<file path="config.mk">
export PLATFORM = sky130hd
export DESIGN_NAME = ysyx_23060332_ctrl_flat
export DESIGN_NICKNAME = d
export VERILOG_FILES = /design/src/rtl/ysyx_23060332_ctrl_if.sv /design/src/rtl/ysyx_23060332_ctrl.sv /design/src/flat_wrapper.sv
export SDC_FILE = /design/constraint.sdc
export NUM_CORES = 1
export LEC_CHECK = 0
export CAP_MARGIN = 20
export CORE_ASPECT_RATIO = 1.75
export CORE_UTILIZATION = 42
export CTS_BUF_LIST = sky130_fd_sc_hd__clkbuf_8
export DETAILED_ROUTE_END_ITERATION = 6
export HOLD_SLACK_MARGIN = 0.15
export PLACE_DENSITY = 0.69
export SETUP_SLACK_MARGIN = 0.1
export SYNTH_ARGS = -nofsm -noshare
export SYNTH_HDL_FRONTEND = slang
export SYNTH_SLANG_ARGS = --single-unit
</file>
<file path="constraint.sdc">
create_clock -name clk -period 5 [get_ports clk]
set_clock_uncertainty 0.05 [all_clocks]
set_input_delay 0.75 -clock clk [delete_from_list [all_inputs] [get_ports clk]]
set_output_delay 0.75 -clock clk [all_outputs]
set_load 0.005 [all_outputs]
</file>
<file path="src/rtl/ysyx_23060332_ctrl_if.sv">
// Control bundle between the NPC sequencer and the IFU/IDU/EXU/LSU/RF datapath.
// master = sequencer side, slave = datapath / memory side.
interface ysyx_23060332_ctrl_if #(
   parameter int unsigned CNT_W = 32
);
   logic             ifu_req;
   logic             ifu_rsp_valid;
   logic             inst_latch_en;
   logic             dec_trap;
   logic             dec_invalid;
   logic             dec_reg_wen;
   logic             is_load;
   logic             is_store;
   logic             exu_en;
   logic             lsu_req;
   logic             lsu_rsp_valid;
   logic             rf_we;
   logic             pc_we;
   logic [2:0]       state_o;
   logic             halted;
   logic             error;
   logic [1:0]       err_cause;
   logic [CNT_W-1:0] inst_cnt;

   modport master (
      output ifu_req, inst_latch_en, exu_en, lsu_req, rf_we, pc_we,
             state_o, halted, error, err_cause, inst_cnt,
      input  ifu_rsp_valid, dec_trap, dec_invalid, dec_reg_wen,
             is_load, is_store, lsu_rsp_valid
   );

   modport slave (
      input  ifu_req, inst_latch_en, exu_en, lsu_req, rf_we, pc_we,
             state_o, halted, error, err_cause, inst_cnt,
      output ifu_rsp_valid, dec_trap, dec_invalid, dec_reg_wen,
             is_load, is_store, lsu_rsp_valid
   );
endinterface

</file>
<file path="src/rtl/ysyx_23060332_ctrl.sv">
// Multi-cycle sequencer for the NPC core: FETCH -> DECODE -> EXEC -> (MEM) -> WB.
// Strobes are Moore outputs of the state register, except inst_latch_en and rf_we
// which also qualify on same-cycle inputs. HALT and ERROR are left only via rst.
module ysyx_23060332_ctrl #(
   parameter int unsigned CNT_W   = 32,
   parameter int unsigned TIMEOUT = 255,
   parameter int unsigned WAIT_W  = 8
) (
   input logic                  clk,
   input logic                  rst,
   ysyx_23060332_ctrl_if.master bus
);

   localparam logic [2:0] S_IDLE   = 3'd0;
   localparam logic [2:0] S_FETCH  = 3'd1;
   localparam logic [2:0] S_DECODE = 3'd2;
   localparam logic [2:0] S_EXEC   = 3'd3;
   localparam logic [2:0] S_MEM    = 3'd4;
   localparam logic [2:0] S_WB     = 3'd5;
   localparam logic [2:0] S_HALT   = 3'd6;
   localparam logic [2:0] S_ERROR  = 3'd7;

   localparam logic [WAIT_W-1:0] TIMEOUT_W = WAIT_W'(TIMEOUT);

   localparam logic [1:0] CAUSE_NONE  = 2'd0;
   localparam logic [1:0] CAUSE_INV   = 2'd1;
   localparam logic [1:0] CAUSE_FETCH = 2'd2;
   localparam logic [1:0] CAUSE_MEM   = 2'd3;

   logic [2:0]        state_q, state_d;
   logic [WAIT_W-1:0] wait_q,  wait_d;
   logic [CNT_W-1:0]  cnt_q,   cnt_d;
   logic [1:0]        cause_q, cause_d;

   // Next-state, wait counter, retire counter and error cause.
   always_comb begin
      state_d = state_q;
      wait_d  = wait_q;
      cnt_d   = cnt_q;
      cause_d = cause_q;
      case (state_q)
         S_IDLE: state_d = S_FETCH;
         S_FETCH: begin
            // A response on the timeout cycle still wins over the error.
            if (bus.ifu_rsp_valid) begin
               state_d = S_DECODE;
               wait_d  = '0;
            end else if (wait_q == TIMEOUT_W) begin
               state_d = S_ERROR;
               cause_d = CAUSE_FETCH;
            end else begin
               wait_d = wait_q + 1'b1;
            end
         end
         S_DECODE: begin
            if (bus.dec_trap) begin
               state_d = S_HALT;
            end else if (bus.dec_invalid) begin
               state_d = S_ERROR;
               cause_d = CAUSE_INV;
            end else begin
               state_d = S_EXEC;
            end
         end
         S_EXEC: state_d = (bus.is_load | bus.is_store) ? S_MEM : S_WB;
         S_MEM: begin
            if (bus.lsu_rsp_valid) begin
               state_d = S_WB;
               wait_d  = '0;
            end else if (wait_q == TIMEOUT_W) begin
               state_d = S_ERROR;
               cause_d = CAUSE_MEM;
            end else begin
               wait_d = wait_q + 1'b1;
            end
         end
         S_WB: begin
            cnt_d   = cnt_q + 1'b1;
            state_d = S_FETCH;
         end
         S_HALT:  state_d = S_HALT;
         S_ERROR: state_d = S_ERROR;
         default: state_d = S_IDLE;
      endcase
   end

   // State and counter registers, cleared asynchronously.
   always_ff @(posedge clk or posedge rst) begin
      if (rst) begin
         state_q <= S_IDLE;
         wait_q  <= '0;
         cnt_q   <= '0;
         cause_q <= CAUSE_NONE;
      end else begin
         state_q <= state_d;
         wait_q  <= wait_d;
         cnt_q   <= cnt_d;
         cause_q <= cause_d;
      end
   end

   assign bus.ifu_req       = (state_q == S_FETCH);
   assign bus.inst_latch_en = (state_q == S_FETCH) & bus.ifu_rsp_valid;
   assign bus.exu_en        = (state_q == S_EXEC);
   assign bus.lsu_req       = (state_q == S_MEM);
   assign bus.rf_we         = (state_q == S_WB) & bus.dec_reg_wen & ~bus.is_store;
   assign bus.pc_we         = (state_q == S_WB);
   assign bus.state_o       = state_q;
   assign bus.halted        = (state_q == S_HALT);
   assign bus.error         = (state_q == S_ERROR);
   assign bus.err_cause     = cause_q;
   assign bus.inst_cnt      = cnt_q;

endmodule
</file>
<file path="src/flat_wrapper.sv">
// flat-port wrapper written by rule: the top's interface ports become plain ports
module ysyx_23060332_ctrl_flat 
#(
   parameter int unsigned CNT_W   = 32,
   parameter int unsigned TIMEOUT = 255,
   parameter int unsigned WAIT_W  = 8
)
  (clk, rst, bus_ifu_req, bus_inst_latch_en, bus_exu_en, bus_lsu_req, bus_rf_we, bus_pc_we, bus_state_o, bus_halted, bus_error, bus_err_cause, bus_inst_cnt, bus_ifu_rsp_valid, bus_dec_trap, bus_dec_invalid, bus_dec_reg_wen, bus_is_load, bus_is_store, bus_lsu_rsp_valid);
  ysyx_23060332_ctrl_if #(.CNT_W(CNT_W)) bus_i ();
  input logic clk;
  input logic rst;
  output wire logic [$bits(bus_i.ifu_req)-1:0] bus_ifu_req;
  output wire logic [$bits(bus_i.inst_latch_en)-1:0] bus_inst_latch_en;
  output wire logic [$bits(bus_i.exu_en)-1:0] bus_exu_en;
  output wire logic [$bits(bus_i.lsu_req)-1:0] bus_lsu_req;
  output wire logic [$bits(bus_i.rf_we)-1:0] bus_rf_we;
  output wire logic [$bits(bus_i.pc_we)-1:0] bus_pc_we;
  output wire logic [$bits(bus_i.state_o)-1:0] bus_state_o;
  output wire logic [$bits(bus_i.halted)-1:0] bus_halted;
  output wire logic [$bits(bus_i.error)-1:0] bus_error;
  output wire logic [$bits(bus_i.err_cause)-1:0] bus_err_cause;
  output wire logic [$bits(bus_i.inst_cnt)-1:0] bus_inst_cnt;
  input wire logic [$bits(bus_i.ifu_rsp_valid)-1:0] bus_ifu_rsp_valid;
  input wire logic [$bits(bus_i.dec_trap)-1:0] bus_dec_trap;
  input wire logic [$bits(bus_i.dec_invalid)-1:0] bus_dec_invalid;
  input wire logic [$bits(bus_i.dec_reg_wen)-1:0] bus_dec_reg_wen;
  input wire logic [$bits(bus_i.is_load)-1:0] bus_is_load;
  input wire logic [$bits(bus_i.is_store)-1:0] bus_is_store;
  input wire logic [$bits(bus_i.lsu_rsp_valid)-1:0] bus_lsu_rsp_valid;
  assign bus_ifu_req = bus_i.ifu_req;
  assign bus_inst_latch_en = bus_i.inst_latch_en;
  assign bus_exu_en = bus_i.exu_en;
  assign bus_lsu_req = bus_i.lsu_req;
  assign bus_rf_we = bus_i.rf_we;
  assign bus_pc_we = bus_i.pc_we;
  assign bus_state_o = bus_i.state_o;
  assign bus_halted = bus_i.halted;
  assign bus_error = bus_i.error;
  assign bus_err_cause = bus_i.err_cause;
  assign bus_inst_cnt = bus_i.inst_cnt;
  assign bus_i.ifu_rsp_valid = bus_ifu_rsp_valid;
  assign bus_i.dec_trap = bus_dec_trap;
  assign bus_i.dec_invalid = bus_dec_invalid;
  assign bus_i.dec_reg_wen = bus_dec_reg_wen;
  assign bus_i.is_load = bus_is_load;
  assign bus_i.is_store = bus_is_store;
  assign bus_i.lsu_rsp_valid = bus_lsu_rsp_valid;
  ysyx_23060332_ctrl #(.CNT_W(CNT_W), .TIMEOUT(TIMEOUT), .WAIT_W(WAIT_W)) u_core (.clk(clk), .rst(rst), .bus(bus_i));
endmodule
</file>
==> impl_metrics.tcl, run 1 <==
set metrics [dict create \
    tightest_slew_ns 0.563 \
    cp_top_family "buffers and inverters" \
    critPathKind "input port to primary output" \
    synth-main-ff-cell "dfrtp_1" \
    setup_violations 0 \
    clock_latency_ns 0.29 \
    finalSetupTns_ns 0 \
    cts_setup_buffers 0 \
    gp_congestion 0.858 \
    wl_per_cell_um 15.2 \
    nNetsFinal 289 \
    max_freq_ghz 0.364 \
    synth-xor-area-share_pct 12.5 \
    synthCells 222 \
    regArea_um2 1130 \
    relSlewSlack_pct 62.4 \
    drive_gt1_share_pct 5.40 \
    viasPerCell 5.62 \
    end_kind "primary output" \
    cts-root-to-sink-buffers 2 \
    grt_pass1_vias 1793 \
    cellLeakagePower_nw 1.31 \
    synth_seq_cells 45 \
    layout_min_cycle_time_ns 2.75 \
    die_h_um 100 \
    crit_arrival_ns 1.95 \
    hpwlAfterDp_mm 3.72 \
    holdCritPathClass "flip-flop to flip-flop" \
    row_count 35 \
    dieArea_um2 5810 \
    drc 5 \
    die_w_um 58.0 \
    power.total_mw 0.601 \
    crit_path_frequent_cell "clkdlybuf4s50_1" \
    synth_compound_area_share_pct 6.34 \
    cts.reportedPaths.clkPinSlew_ns 0.08 \
    synth_top_family_by_area "simple AND/OR/NAND/NOR gates" \
    multi_input_area_um2 1120 \
    cts_hold_buf 0 \
    critPathMaxFanout 6 \
    vias 1873 \
    ys_seq_area_share_pct 48.8 \
    hold_violations 0 \
    fillCellCount 469 \
    synth_mux_area_share_pct 1.74 \
    status "finished, violations left" \
    synth_cell_types 38 \
    clockRootBuffer "clkbuf_8" \
    floorplan.initialDensity_pct 43.9 \
    drtIter0Drc 62 \
    wl_mm 5.05 \
    synth-simple-area-share_pct 27.0 \
    cts_tree "done" \
    violations "design-rule violations" \
    max-vdd-ir-drop_mv 0.170 \
    syn-mean-instance-area_um2 10.4 \
    start_kind "input port" \
    critPathMaxStageDelay_ns 0.56 \
    overflow 0 \
    coreArea_um2 5260 \
    critPathBufInv 2 \
    htreeDepth 2 \
    netlist_area_um2 2310 \
    rsz0062_at_grt "no" \
    synthAdderAreaFrac_pct 1.08 \
    finalCritPeriodShare_pct 54.9 \
    cp_slowest_cell "clkdlybuf4s50_1" \
    area_growth_pct 28.8 \
    cp_cell_sequence "clkdlybuf4s50_1, and2_1, clkdlybuf4s50_1" \
    antenna_found_initial 0 \
    p_per_area_nw_per_um2 202 \
    postRouteAntennaNets 0 \
    grt_max_degree 46 \
    ctsResizeCount 0 \
    synth.net_count 233 \
    required_ns 4.20 \
    clock_sinks 45 \
    cts_buffers 5 \
    dr.pass1.iters 6 \
    synth_edf_count 0 \
    yosys_warnings 0 \
    drv_cap 0 \
    slew_viol_final 0 \
    io_pins 54 \
    port_buffers 53 \
    synthArstFlopShare_pct 100 \
    grt.total_usage_pct 18.6 \
    grt_pass1_wl_mm 8.27 \
    n_antenna_cell 0 \
]
layer usage:
metal / up-vias / GRT usage (%) / routed length [um]
li1: 903 / - / -
met1: 913 / 20.5 / 1930
met2: 51 / 34.5 / 2860
met3: 6 / 2.96 / 174
met4: 0 / 6.96 / 82
met5: - / 0 / 0
state kept, by name, indices dropped and copies added (netlist names):
| register | flops |
|---|---|
| u_core.wait_q | 8 |
| u_core.bus.inst_cnt | 32 |
| u_core.bus.state_o | 3 |
| u_core.bus.err_cause | 2 |
where the power goes:
group	total (mW)	leakage [nW]	switching, mW	internal [mW]
clock network	0.221	0.0485	0.114	0.108
logic	0.0158	0.677	0.00920	0.00657
registers	0.364	0.582	0	0.364
cells in the mapped netlist, types with 2 or more instances:
cell type / number / area (um2)
a21oi_1: 3 / 15.0
and2_1: 3 / 18.8
and3_1: 10 / 62.6
and3b_1: 2 / 17.5
and4_1: 6 / 52.6
buf_2: 2 / 10.0
clkbuf_1: 2 / 7.51
dfrtp_1: 45 / 1130
ha_1: 2 / 25.0
inv_1: 7 / 26.3
mux2i_1: 4 / 40.0
nand2_1: 14 / 52.6
nand2b_1: 4 / 25.0
nand3_1: 17 / 85.1
nand4_1: 12 / 75.1
nor2_1: 14 / 52.6
nor3_1: 6 / 30.0
nor3_2: 4 / 40.0
nor3b_1: 5 / 37.5
o211ai_1: 2 / 15.0
o21a_1: 2 / 15.0
o21ai_0: 5 / 25.0
o21ai_1: 2 / 10.0
o311ai_0: 3 / 26.3
o31ai_1: 2 / 15.0
xnor2_1: 22 / 193
xor2_1: 11 / 96.3
per-stage QoR:
step / std cells / utilization, % / setup slack [ns] / hold slack, ns / instance area, um2
final: 333 / 56.5 / 2.25 / 0.416 / 2970
after floorplan: 222 / - / 3.12 / 0.415 / 2310
after detailed placement: 326 / 54.9 / 2.26 / 0.413 / 2890
after global routing: 333 / 56.5 / 2.14 / 0.439 / 2970
after CTS: 333 / 56.5 / 2.25 / 0.426 / 2970
after global placement: 326 / 54.9 / 2.27 / 0.408 / 2890
cell type report:
cell class / count / area share [%]
flip-flops and latches: 45 / 37.9
multi-input cells: 164 / 37.8
repair buffers: 54 / 18.1
clock buffers: 6 / 2.78
well taps: 55 / 2.32
inverters: 8 / 1.01
clock inverters: 1 / 0.126
logic make-up (layout without fill, tap and decap cells):
kind of cell	count (synthesis)	in the layout
compound gates	22	22
xor+xnor	33	33
fa+ha+maj	2	2
buf+inv	13	69
flops	45	45
mux	4	4
simple gates	103	103
worst paths after layout:
check,depth (start not counted),slack [ns],startpoint,endpoint
worst min register to register,1,0.42,u_core.bus.inst_cnt[31],u_core.bus.inst_cnt[31]
min in group asynchronous,3,0.85,rst,u_core.wait_q[2]
worst min-delay path,1,0.42,u_core.bus.inst_cnt[31],u_core.bus.inst_cnt[31]
worst max register to register,4,3.09,u_core.bus.state_o[0],u_core.bus.inst_cnt[25]
max in group asynchronous,3,3.67,rst,u_core.bus.inst_cnt[20]
worst max-delay path,3,2.25,bus_ifu_rsp_valid,bus_inst_latch_en
placed cells by master (no fill, tap or decap), types with 2 or more instances in the layout:
cell type / netlist / layout
clkinv_1: 1 / 2
dfrtp_1: 45 / 45
clkdlybuf4s50_1: 0 / 53
inv_1: 7 / 7
a21oi_1: 3 / 3
nand4_1: 12 / 12
xnor2_1: 22 / 22
nor3b_1: 5 / 5
and4_1: 6 / 6
nand2b_1: 4 / 4
o311ai_0: 3 / 3
mux2i_1: 4 / 4
o211ai_1: 2 / 2
o21ai_1: 2 / 2
nor3_2: 4 / 4
o21a_1: 2 / 2
xor2_1: 11 / 11
clkbuf_8: 0 / 6
ha_1: 2 / 2
and2_1: 3 / 3
and3_1: 10 / 10
nor3_1: 6 / 6
nor2_1: 14 / 14
and3b_1: 2 / 2
nand3_1: 17 / 17
o21ai_0: 5 / 5
nand2_1: 14 / 14
o31ai_1: 2 / 2
No activity file was read; power rests on OpenSTA's default activity.
==> run 2, diff against run 1 <==
--- a/config.mk
+++ b/config.mk
@@ -11,7 +11,7 @@
 export CTS_BUF_LIST = sky130_fd_sc_hd__clkbuf_8
 export DETAILED_ROUTE_END_ITERATION = 6
 export HOLD_SLACK_MARGIN = 0.15
-export PLACE_DENSITY = 0.69
+export PLACE_DENSITY = 0.72
 export SETUP_SLACK_MARGIN = 0.1
 export SYNTH_ARGS = -nofsm -noshare
 export SYNTH_HDL_FRONTEND = slang
==> constraint.sdc (replaced) <==
create_clock -name clk -period 2.4 [get_ports clk]
set_clock_uncertainty 0.05 [all_clocks]
set_input_delay 0.36 -clock clk [delete_from_list [all_inputs] [get_ports clk]]
set_output_delay 0.36 -clock clk [all_outputs]
set_load 0.005 [all_outputs]
==> impl_metrics.tcl, run 2 (same netlist as run 1, synthesis figures left out) <==
set metrics [dict create \
    required_ns 1.99 \
    cts-root-to-sink-buffers 2 \
    cts_hold_buf 0 \
    grt.total_usage_pct 19.2 \
    port_buffers 53 \
    hold_violations 0 \
    dpl_cell_area_um2 2900 \
    holdCritPathClass "input port to asynchronous set/reset pin" \
    die_h_um 100 \
    fillCellCount 464 \
    max-vdd-ir-drop_mv 0.313 \
    area_growth_pct 31.7 \
    hpwlAfterDp_mm 3.80 \
    power.total_mw 1.47 \
    design_area_um2 3040 \
    coreArea_um2 5260 \
    cts.reportedPaths.clkPinSlew_ns 0.09 \
    drtIter0Drc 56 \
    finalWorstSetupSlack_ns 0.193 \
    ctsResizeCount 0 \
    vias 1883 \
    end_kind "primary output" \
    rsz0062_at_grt "yes" \
    grt_pass1_wl_mm 8.58 \
    max_freq_ghz 0.453 \
    p_int_mw 1.19 \
    cellLeakagePower_nw 1.33 \
    postRouteAntennaNets 0 \
    place_worst_setup_slack_ns 0.426 \
    cts_setup_buffers 0 \
    utilization_pct 57.8 \
    dr.pass1.iters 7 \
    dieArea_um2 5810 \
    drc 3 \
    overflow 0 \
    row_count 35 \
    critPathKind "flip-flop to primary output" \
    clock_latency_ns 0.30 \
    status "finished, violations left" \
    io_pins 54 \
    clockPowerShare_pct 45.9 \
    slew_viol_final 0 \
    drv_cap 0 \
    final_common_cell "clkdlybuf4s50_1" \
    final_cell_mix "53 x clkdlybuf4s50_1, 42 x dfrtp_1, 22 x xnor2_1, 17 x nand3_1" \
    critPathMaxFanout 13 \
    n_antenna_cell 0 \
    grt_max_degree 24 \
    setup_violations 0 \
    wl_mm 5.12 \
    start_kind "flip-flop" \
    relSlewSlack_pct 41.8 \
    violations "design-rule violations" \
    htreeDepth 2 \
    p_per_area_nw_per_um2 483 \
    finalCritPeriodShare_pct 92.0 \
    die_w_um 58.0 \
    layout_min_cycle_time_ns 2.21 \
    grt_pass1_vias 1849 \
    largest_reg_flops 32 \
    floorplan.initialDensity_pct 43.9 \
    crit_arrival_ns 1.80 \
    wl_per_cell_um 15.3 \
    gp_congestion 0.814 \
    clock_sinks 45 \
    drive_gt1_share_pct 7.53 \
    p_sw_share_pct 19.2 \
    finalSetupTns_ns 0 \
    tightest_slew_ns 0.868 \
    power.share.sequential_pct 51.6 \
    clockRootBuffer "clkbuf_8" \
    nNetsFinal 289 \
    cts_tree "done" \
    power.switching_mw 0.281 \
    viasPerCell 5.64 \
    cts_buffers 5 \
    antenna_found_initial 0 \
    comb_power_share_pct 2.5 \
]
==> run 2: cell types whose count changed in the layout (fill, tap and decap cells not counted), sizes merged <==
cell | previous run | this run
bufinv | 0 | 2
inv | 7 | 6
clkbuf | 6 | 5
clkinvlp | 0 | 1
==> run 2: path summary, 6_finish.rpt <==
check | startpoint | end | slack, ns | cells past startpoint
min | rst | u_core.bus.inst_cnt[7] | 0.38 | 2
min in group clk | u_core.bus.inst_cnt[31] | u_core.bus.inst_cnt[31] | 0.42 | 1
max reg2reg | u_core.wait_q[0] | u_core.bus.err_cause[0] | 0.51 | 5
min reg2reg | u_core.bus.inst_cnt[31] | u_core.bus.inst_cnt[31] | 0.42 | 1
max | u_core.bus.state_o[2] | bus_inst_latch_en | 0.19 | 4
max in group asynchronous | rst | u_core.bus.inst_cnt[22] | 1.37 | 3
==> run 2: layout make-up <==
class	instances	area [um2]	share of cell area [%]
Timing Repair Buffer	54	551	18.1
Sequential cell	45	1130	37.2
Tap cell	55	68.8	2.26
Clock buffer	5	68.8	2.26
Inverter	8	33.8	1.11
Multi-Input combinational cell	164	1120	36.9
Clock inverter	3	65.1	2.14
==> run 2: critical path, stage by stage (launching register included) <==
cell and delay, ns:
dfrtp_2 0.50, nand2b_1 0.22, nor2_1 0.15, and2_1 0.14, clkdlybuf4s50_1 0.49
==> run 2: per-layer routing <==
metal,wire [um],global-route usage [%]
met5,0,0
met4,56,7.51
met3,113,3.48
met2,2790,33.6
met1,2160,22.8
==> run 2: through the flow <==
step,hold slack [ns],std cells
5_1_grt,0.438,334
4_1_cts,0.399,334
3_5_place_dp,0.416,326
2_1_floorplan,0.415,222
6_report,0.383,334
3_3_place_gp,0.406,326
==> run 2: power groups by stage <==
stage          registers, mW  logic [mW]  clock network (mW)
4_1_cts                0.757      0.0376               0.689
3_3_place_gp           0.773      0.0369                   0
2_1_floorplan          0.773      0.0127                   0
5_1_grt                0.758      0.0408               0.715
3_5_place_dp           0.773      0.0376                   0
6_report               0.757      0.0362               0.675
==> run 3, diff against run 2 <==
--- a/config.mk
+++ b/config.mk
@@ -10,8 +10,9 @@
 export CORE_UTILIZATION = 42
 export CTS_BUF_LIST = sky130_fd_sc_hd__clkbuf_8
 export DETAILED_ROUTE_END_ITERATION = 6
+export DONT_BUFFER_PORTS = 1
+export GPL_TIMING_DRIVEN = 1
 export HOLD_SLACK_MARGIN = 0.15
-export PLACE_DENSITY = 0.72
 export SETUP_SLACK_MARGIN = 0.1
 export SYNTH_ARGS = -nofsm -noshare
 export SYNTH_HDL_FRONTEND = slang
==> impl_metrics.tcl, run 3 (same netlist as run 1, synthesis figures left out) <==
set metrics [dict create \
    critPathBufInv 0 \
    max_freq_ghz 0.521 \
    die_w_um 58.0 \
    viasPerCell 5.88 \
    row_count 35 \
    htreeDepth 2 \
    cp.depth 3 \
    gp_congestion 0.741 \
    slew_viol_final 0 \
    port_buffers 0 \
    finalCritPeriodShare_pct 80.0 \
    nNetsFinal 237 \
    cp_slowest_cell "dfrtp_1" \
    setup_violations 0 \
    cts_buffers 5 \
    critPathMaxFanout 15 \
    dr.pass1.iters 6 \
    overflow 0 \
    wl_per_cell_um 16.6 \
    tightest_slew_ns 0.575 \
    relSlewSlack_pct 61.7 \
    drive_gt1_share_pct 7.08 \
    coreArea_um2 5260 \
    layout_min_cycle_time_ns 1.92 \
    drtIter0Drc 100 \
    hpwlAfterDp_mm 3.39 \
    required_ns 1.99 \
    ctsResizeCount 0 \
    n_antenna_cell 0 \
    drv_cap 0 \
    crit_arrival_ns 1.51 \
    grt.total_usage_pct 17.5 \
    critPathMaxStageDelay_ns 0.64 \
    clock_latency_ns 0.29 \
    rsz0062_at_grt "no" \
    wl_mm 4.67 \
    max-vdd-ir-drop_mv 0.299 \
    power.total_mw 1.25 \
    cellLeakagePower_nw 1.13 \
    largest_reg_flops 32 \
    r2r_slack_ns 0.49 \
    holdCritPathClass "input port to flip-flop" \
    fillCellCount 507 \
    drc 4 \
    start_kind "flip-flop" \
    critPathKind "flip-flop to primary output" \
    cts.reportedPaths.clkPinSlew_ns 0.08 \
    violations "design-rule violations" \
    io_pins 54 \
    vias 1651 \
    r2r_cells 4 \
    end_kind "primary output" \
    clock_sinks 45 \
    cp_cell_sequence "nand2b_1, nor2_1, and2_1" \
    cts-root-to-sink-buffers 2 \
    antenna_found_initial 0 \
    whs_path_depth 1 \
    p_per_area_nw_per_um2 508 \
    final_cell_mix "45 x dfrtp_1, 22 x xnor2_1, 17 x nand3_1, 14 x nand2_1, 14 x nor2_1" \
    cts_tree "done" \
    dieArea_um2 5810 \
    finalSetupTns_ns 0 \
    cp_top_family "flip-flops" \
    status "finished, violations left" \
    postRouteAntennaNets 0 \
    clockRootBuffer "clkbuf_8" \
    hold_violations 0 \
    grt_pass1_wl_mm 7.85 \
    die_h_um 100 \
    final_common_cell "dfrtp_1" \
    area_growth_pct 6.24 \
    floorplan.initialDensity_pct 43.9 \
    grt_max_degree 46 \
    grt_pass1_vias 1614 \
]
==> run 3: metal layers <==
metal  global-route usage [%]  wire length (um)  up-vias
met5                        0                 0        -
met4                     6.59                65        0
met3                     5.41               253        4
met2                     30.3              2540       37
met1                     19.9              1810      808
li1                         -                 -      802
==> run 3: layout make-up <==
type	count	area, um2	share of cell area (%)
well taps	55	68.8	2.81
repair buffers	2	17.5	0.715
inverters	8	30.0	1.23
flip-flops and latches	45	1130	45.9
clock inverters	1	3.75	0.153
multi-input cells	164	1120	45.8
clock buffers	6	82.6	3.37
==> run 3: report_power, final <==
part / leakage (nW) / switching, mW / internal, mW / total (mW)
combinational: 0.496 / 0.0154 / 0.00351 / 0.0189
clock: 0.0485 / 0.245 / 0.225 / 0.469
sequential: 0.582 / 0 / 0.757 / 0.757
==> run 3: stage by stage <==
| step | cell area (um2) | setup slack [ns] | hold slack, ns | util [%] | std cells |
|---|---|---|---|---|---|
| 2_1_floorplan | 2310 | 0.709 | 0.415 | - | 222 |
| 3_3_place_gp | 2350 | 0.530 | 0.380 | 44.8 | 273 |
| 3_5_place_dp | 2350 | 0.489 | 0.379 | 44.8 | 273 |
| 4_1_cts | 2450 | 0.448 | 0.164 | 46.6 | 281 |
| 5_1_grt | 2450 | 0.327 | 0.168 | 46.6 | 281 |
| 6_report | 2450 | 0.479 | 0.172 | 46.6 | 281 |
==> run 3: worst paths after layout <==
| path | to | from |
|---|---|---|
| max in group asynchronous | u_core.wait_q[2] | rst |
| setup reg to reg | u_core.bus.inst_cnt[29] | u_core.bus.state_o[0] |
| hold / removal | u_core.bus.state_o[1] | bus_lsu_rsp_valid |
| min in group asynchronous | u_core.bus.inst_cnt[15] | rst |
| hold reg to reg | u_core.bus.inst_cnt[31] | u_core.bus.inst_cnt[31] |
| setup / recovery | bus_inst_latch_en | u_core.bus.state_o[0] |
==> run 3: repair_timing <==
item,CTS,global route
endpoints found under the hold margin,45,0
buffers inserted,0,0
hold buffers,1,0
==> edit 1 (config.mk and constraints of run 1) <==
`WAIT_W` is set to 8 in 2 places; all go to 12.
--- a/src/rtl/ysyx_23060332_ctrl.sv
+++ b/src/rtl/ysyx_23060332_ctrl.sv
@@ -6,3 +6,3 @@
    parameter int unsigned TIMEOUT = 255,
-   parameter int unsigned WAIT_W  = 8
+   parameter int unsigned WAIT_W  = 12
 ) (
--- a/src/flat_wrapper.sv
+++ b/src/flat_wrapper.sv
@@ -5,3 +5,3 @@
    parameter int unsigned TIMEOUT = 255,
-   parameter int unsigned WAIT_W  = 8
+   parameter int unsigned WAIT_W  = 12
 )
Check against the original RTL: same outputs for any inputs over 10 cycles, from zero or initial values and one cycle with rst high; that may be too few to reach the edited logic, so the function may still have changed.
==> edit 1 against run 1 <==
Area after synthesis up 10%; cell count up 14%; highest routed layer unchanged; setup slack worse by 120 ps; via count up 15%; critical endpoint is now bus_pc_we; register-to-register slack worse by 330 ps; sequential power up 9.1%; sequential cell count up 4; cell area up 9.4%; routed wire length up 14%; power up 9.0%.
==> edit 1: results (changes against run 1) <==
- The routability congestion estimate from global placement is 0.836 (was 0.858).
- The first-iteration detailed-routing DRC count is 77 (was 62).
- The adder-cell share of the synthesized area is 0.00983 (was 0.0108).
- The worst slew margin relative to its limit is 0.447 (was 0.624).
- The sequential-to-total area share from yosys stat came to 0.482 (was 0.488).
- The Yosys warning count is 0 (unchanged).
- The net count after synthesis is 259 (was 233).
- The post-synthesis cell type count is 54 (was 38).
- The post-layout instance count excluding filler cells is 381 (was 333).
- The fraction of layout instances using a drive strength above 1 is 0.0759 (was 0.0540).
- The worst voltage drop across the vdd grid is 0.0000981 V (was 0.000170 V).
- The first-pass GRT wire length is 9650 µm (was 8270 µm).
- The mux contribution to synthesized area is 0.0133 (was 0.0174).
- The routing usage on met3 is 0.0334 (was 0.0296).
- The delay of the slowest critical-path stage was 640 ps (was 560 ps).
- The compound-cell area share of the yosys netlist was 0.109 (was 0.0634).
- Most used standard cells in the synthesized netlist: sky130_fd_sc_hd__dfrtp_1 (49), sky130_fd_sc_hd__xnor2_1 (25), sky130_fd_sc_hd__nor2_1 (17) (was sky130_fd_sc_hd__dfrtp_1 (45), sky130_fd_sc_hd__xnor2_1 (22), sky130_fd_sc_hd__nand3_1 (17)).
- The kind of cell adding the most delay to the critical path is flip-flops (was buffers and inverters).
- The cell at the root of the clock tree is sky130_fd_sc_hd__clkbuf_8 (unchanged).
- The half-perimeter wire length of the detailed placement result is 4250 µm (was 3720 µm).
- The slowest stage cell on the critical path is sky130_fd_sc_hd__dfrtp_1 (was sky130_fd_sc_hd__clkdlybuf4s50_1).
- The routing usage on met1 was 0.225 (was 0.205).
- The largest fanout on the critical path is 16 (was 6).
- Largest cells by area after synthesis: sky130_fd_sc_hd__dfrtp_1 (48%), sky130_fd_sc_hd__xnor2_1 (8.6%), sky130_fd_sc_hd__nand4_1 (3.4%) (was sky130_fd_sc_hd__dfrtp_1 (49%), sky130_fd_sc_hd__xnor2_1 (8.4%), sky130_fd_sc_hd__xor2_1 (4.2%)).
- The XOR/XNOR share of the synthesized area was 0.110 (was 0.125).
- The classification of the worst-slack hold path is reg -> reg (unchanged).
- The setup slack at placement is 2180 ps (was 2260 ps).
- Result of the run: completed (was finished with violations).
- The number of search-and-repair iterations in the first detailed-routing pass is 4 (was 6).
- The ratio of routed vias to standard cells is 5.63 (was 5.62).
- The met2 track demand over resource in global routing is 0.349 (was 0.345).
- The clock input transition at the sequential cells of the worst setup and hold paths is 100 ps (was 80 ps).
- The met1 wire length came to 2190 µm (was 1930 µm).
- The count of buffers inserted at the top-level ports came to 53 (unchanged).
- The synthesized instance count was 248 (was 222).
- The clock insertion delay at the later pin of the skew report is 310 ps (was 290 ps).
- The met2 layer wire length in the routed design is 3200 µm (was 2860 µm).
- The static leakage power was 1.32 nW (was 1.31 nW).
- The instance area after placement is 3140 µm² (was 2890 µm²).
- The detailed route wirelength on metal3 is 233 µm (was 174 µm).
- The arrival time reported for the critical path endpoint was 2060 ps (was 1950 ps).
- The largest net degree at the start of global routing is 50 (was 46).
- The number of nets in the final layout is 313 (was 289).
[edit 1: path summary, 6_finish.rpt]
check                                              from                      end  slack (ps)  depth (start not counted)
worst max register to register         u_core.wait_q[9]  u_core.bus.err_cause[0]        2760                          4
worst max-delay path              u_core.bus.state_o[2]                bus_pc_we        2140                          3
min in group asynchronous                           rst  u_core.bus.inst_cnt[16]         610                          2
worst min register to register  u_core.bus.inst_cnt[17]  u_core.bus.inst_cnt[17]         440                          1
max in group asynchronous                           rst         u_core.wait_q[8]        3820                          3
worst min-delay path            u_core.bus.inst_cnt[17]  u_core.bus.inst_cnt[17]         440                          1
[edit 1: report_power, final]
group          internal [mW]  switching [mW]  total (mW)
clock network         0.0969           0.142       0.239
logic                0.00850          0.0106      0.0191
registers              0.396        0.000240       0.397
[edit 1: final cells by class]
type	count	area [µm²]
clock buffer	5	68.8
multi-input combinational	183	1250
timing repair buffer	55	558
fill	572	2630
sequential	49	1230
clock inverter	3	18.8
tap	78	97.6
inverter	8	30.0
==> edit 2 (flow settings as in run 1) <==
Made on the original files. Register the output `bus.error`; this adds one clock of latency there.
--- a/src/rtl/ysyx_23060332_ctrl.sv
+++ b/src/rtl/ysyx_23060332_ctrl.sv
@@ -109,3 +109,5 @@
    assign bus.halted        = (state_q == S_HALT);
-   assign bus.error         = (state_q == S_ERROR);
+   always_ff @(posedge clk) begin
+      bus.error <= (state_q == S_ERROR);
+   end
    assign bus.err_cause     = cause_q;
Formal check against the unedited RTL: not equivalent (Yosys sat finds a counterexample within 4 cycles, from zero or initial values and one cycle with rst high).
==> edit 2 against run 1 <==
The run still ends with DRC left; first-iteration DRC count is 26% lower; cell area is 0.25% lower; non-clock buffer count stayed put; largest power group unchanged; die area is 0.42% lower; power is 0.83% lower; count of clock-buffer cells in the layout is 1 lower; sequential power is 2% higher; sequential cell count is 1 higher; setup slack worse by 200 ps; register-to-register slack worse by 130 ps; fmax is 6.9% lower; routed wire length is 5.1% lower; highest routed layer unchanged; area after synthesis is 0.43% lower.
==> edit 2: results (changes against run 1) <==
- The sum of routed wire length over all layers was 4800 µm (was 5050 µm).
- The all-layer global routing usage is 0.182 (was 0.186).
- Violated checks: DRC (unchanged).
- The fraction of layout instances using a drive strength above 1 came to 0.0507 (was 0.0540).
- The largest fanout on the critical path is 18 (was 6).
- The number of DRC violations after detailed routing came to 4 (was 5).
- The post-synthesis cell type count was 40 (was 38).
- The setup slack at placement was 2260 ps (about the same).
- The transition time at the pin with the least slew margin is 624 ps (was 563 ps).
- The half-perimeter wire length of the detailed placement result was 3430 µm (was 3720 µm).
- The number of global-route vias before repair is 1810 (was 1793).
- The first-iteration detailed-routing DRC count is 46 (was 62).
- The clock insertion delay at the later pin of the skew report was 290 ps (about the same).
- The initial antenna violation count is 0 (unchanged).
- The post-synthesis async set-or-reset flop share is 0.978 (was 1.00).
- The worst voltage drop across the vdd grid came to 0.000142 V (was 0.000170 V).
- The internal power component is 471 µW (was 478 µW).
- The ratio of routed vias to standard cells is 5.60 (was 5.62).
- Result of the run: finished with violations (unchanged).
- The net count after synthesis is 230 (was 233).
- The static leakage power is 1.27 nW (was 1.31 nW).
- The first-pass GRT wire length is 8220 µm (was 8270 µm).
- The routability congestion estimate from global placement is 0.783 (was 0.858).
- The number of filler cells placed in the layout came to 478 (was 469).
- The number of nets in the final layout was 286 (was 289).
- The cell depth of the worst hold path is 1 (unchanged).
- The arrival time reported for the critical path endpoint is 2150 ps (was 1950 ps).
- Most used standard cells in the synthesized netlist: sky130_fd_sc_hd__dfrtp_1 (45), sky130_fd_sc_hd__xnor2_1 (27), sky130_fd_sc_hd__nand3_1 (22) (was sky130_fd_sc_hd__dfrtp_1 (45), sky130_fd_sc_hd__xnor2_1 (22), sky130_fd_sc_hd__nand3_1 (17)).
- The instance area after placement is 2880 µm² (was 2890 µm²).
edit 2: cell count changes after synthesis, sizes merged, moves of 5 or more:
cell,before,now
a21oi,3,8
nand3,17,22
nor3,10,4
xnor2,22,27
xor2,11,6
edit 2: power groups by stage:
stage	clock network [mW]	registers (mW)	logic, mW
final	0.208	0.371	0.0160
after detailed placement	0	0.379	0.0168
after CTS	0.218	0.371	0.0168
after floorplan	0	0.379	0.00625
after global placement	0	0.379	0.0168
after global routing	0.232	0.372	0.0183
edit 2: cell families after synthesis:
group,after synthesis,share of synthesized area
buffers and inverters,8,0.0136
adder cells (fa/ha/maj),2,0.0109
AND/OR/NAND/NOR,102,0.273
AO/OA/AOI/OAI,26,0.0681
multiplexers,2,0.00926
XOR/XNOR,33,0.126
flip-flops,46,0.499
edit 2: per-stage QoR:
stage                util  instances  hold slack, ps
floorplan               -        219             417
global placement    0.549        323             411
detailed placement  0.549        323             424
CTS                 0.564        331             435
global route        0.564        331             466
finish              0.564        331             430
edit 2: cell type report:
class / count / share of cell area
flip-flops and latches: 46 / 0.387
multi-input cells: 165 / 0.378
repair buffers: 54 / 0.182
clock buffers: 5 / 0.0232
well taps: 55 / 0.0232
clock inverters: 3 / 0.00380
inverters: 3 / 0.00380
edit 2: final timing paths:
check / startpoint / end / slack [ps]
worst min register to register: u_core.bus.inst_cnt[31] / u_core.bus.inst_cnt[31] / 430
worst max register to register: u_core.bus.state_o[0] / u_core.bus.inst_cnt[18] / 2960
max in group asynchronous: rst / u_core.bus.inst_cnt[10] / 3670
min in group asynchronous: rst / u_core.bus.inst_cnt[27] / 830
worst max-delay path: u_core.bus.state_o[1] / bus_rf_we / 2050
worst min-delay path: u_core.bus.inst_cnt[31] / u_core.bus.inst_cnt[31] / 430
edit 2: metal layers:
layer,routed length (µm),GRT usage,vias up
li1,-,-,905
met1,2060,0.206,898
met2,2510,0.331,45
met3,145,0.0284,6
met4,84,0.0751,0
met5,0,0,-
edit 2: worst max-delay path: stages, from the launching register on:
cell,delay (ps)
sky130_fd_sc_hd__dfrtp_1,670
sky130_fd_sc_hd__inv_1,210
sky130_fd_sc_hd__and3_1,330
sky130_fd_sc_hd__and3b_1,220
sky130_fd_sc_hd__clkdlybuf4s50_1,430
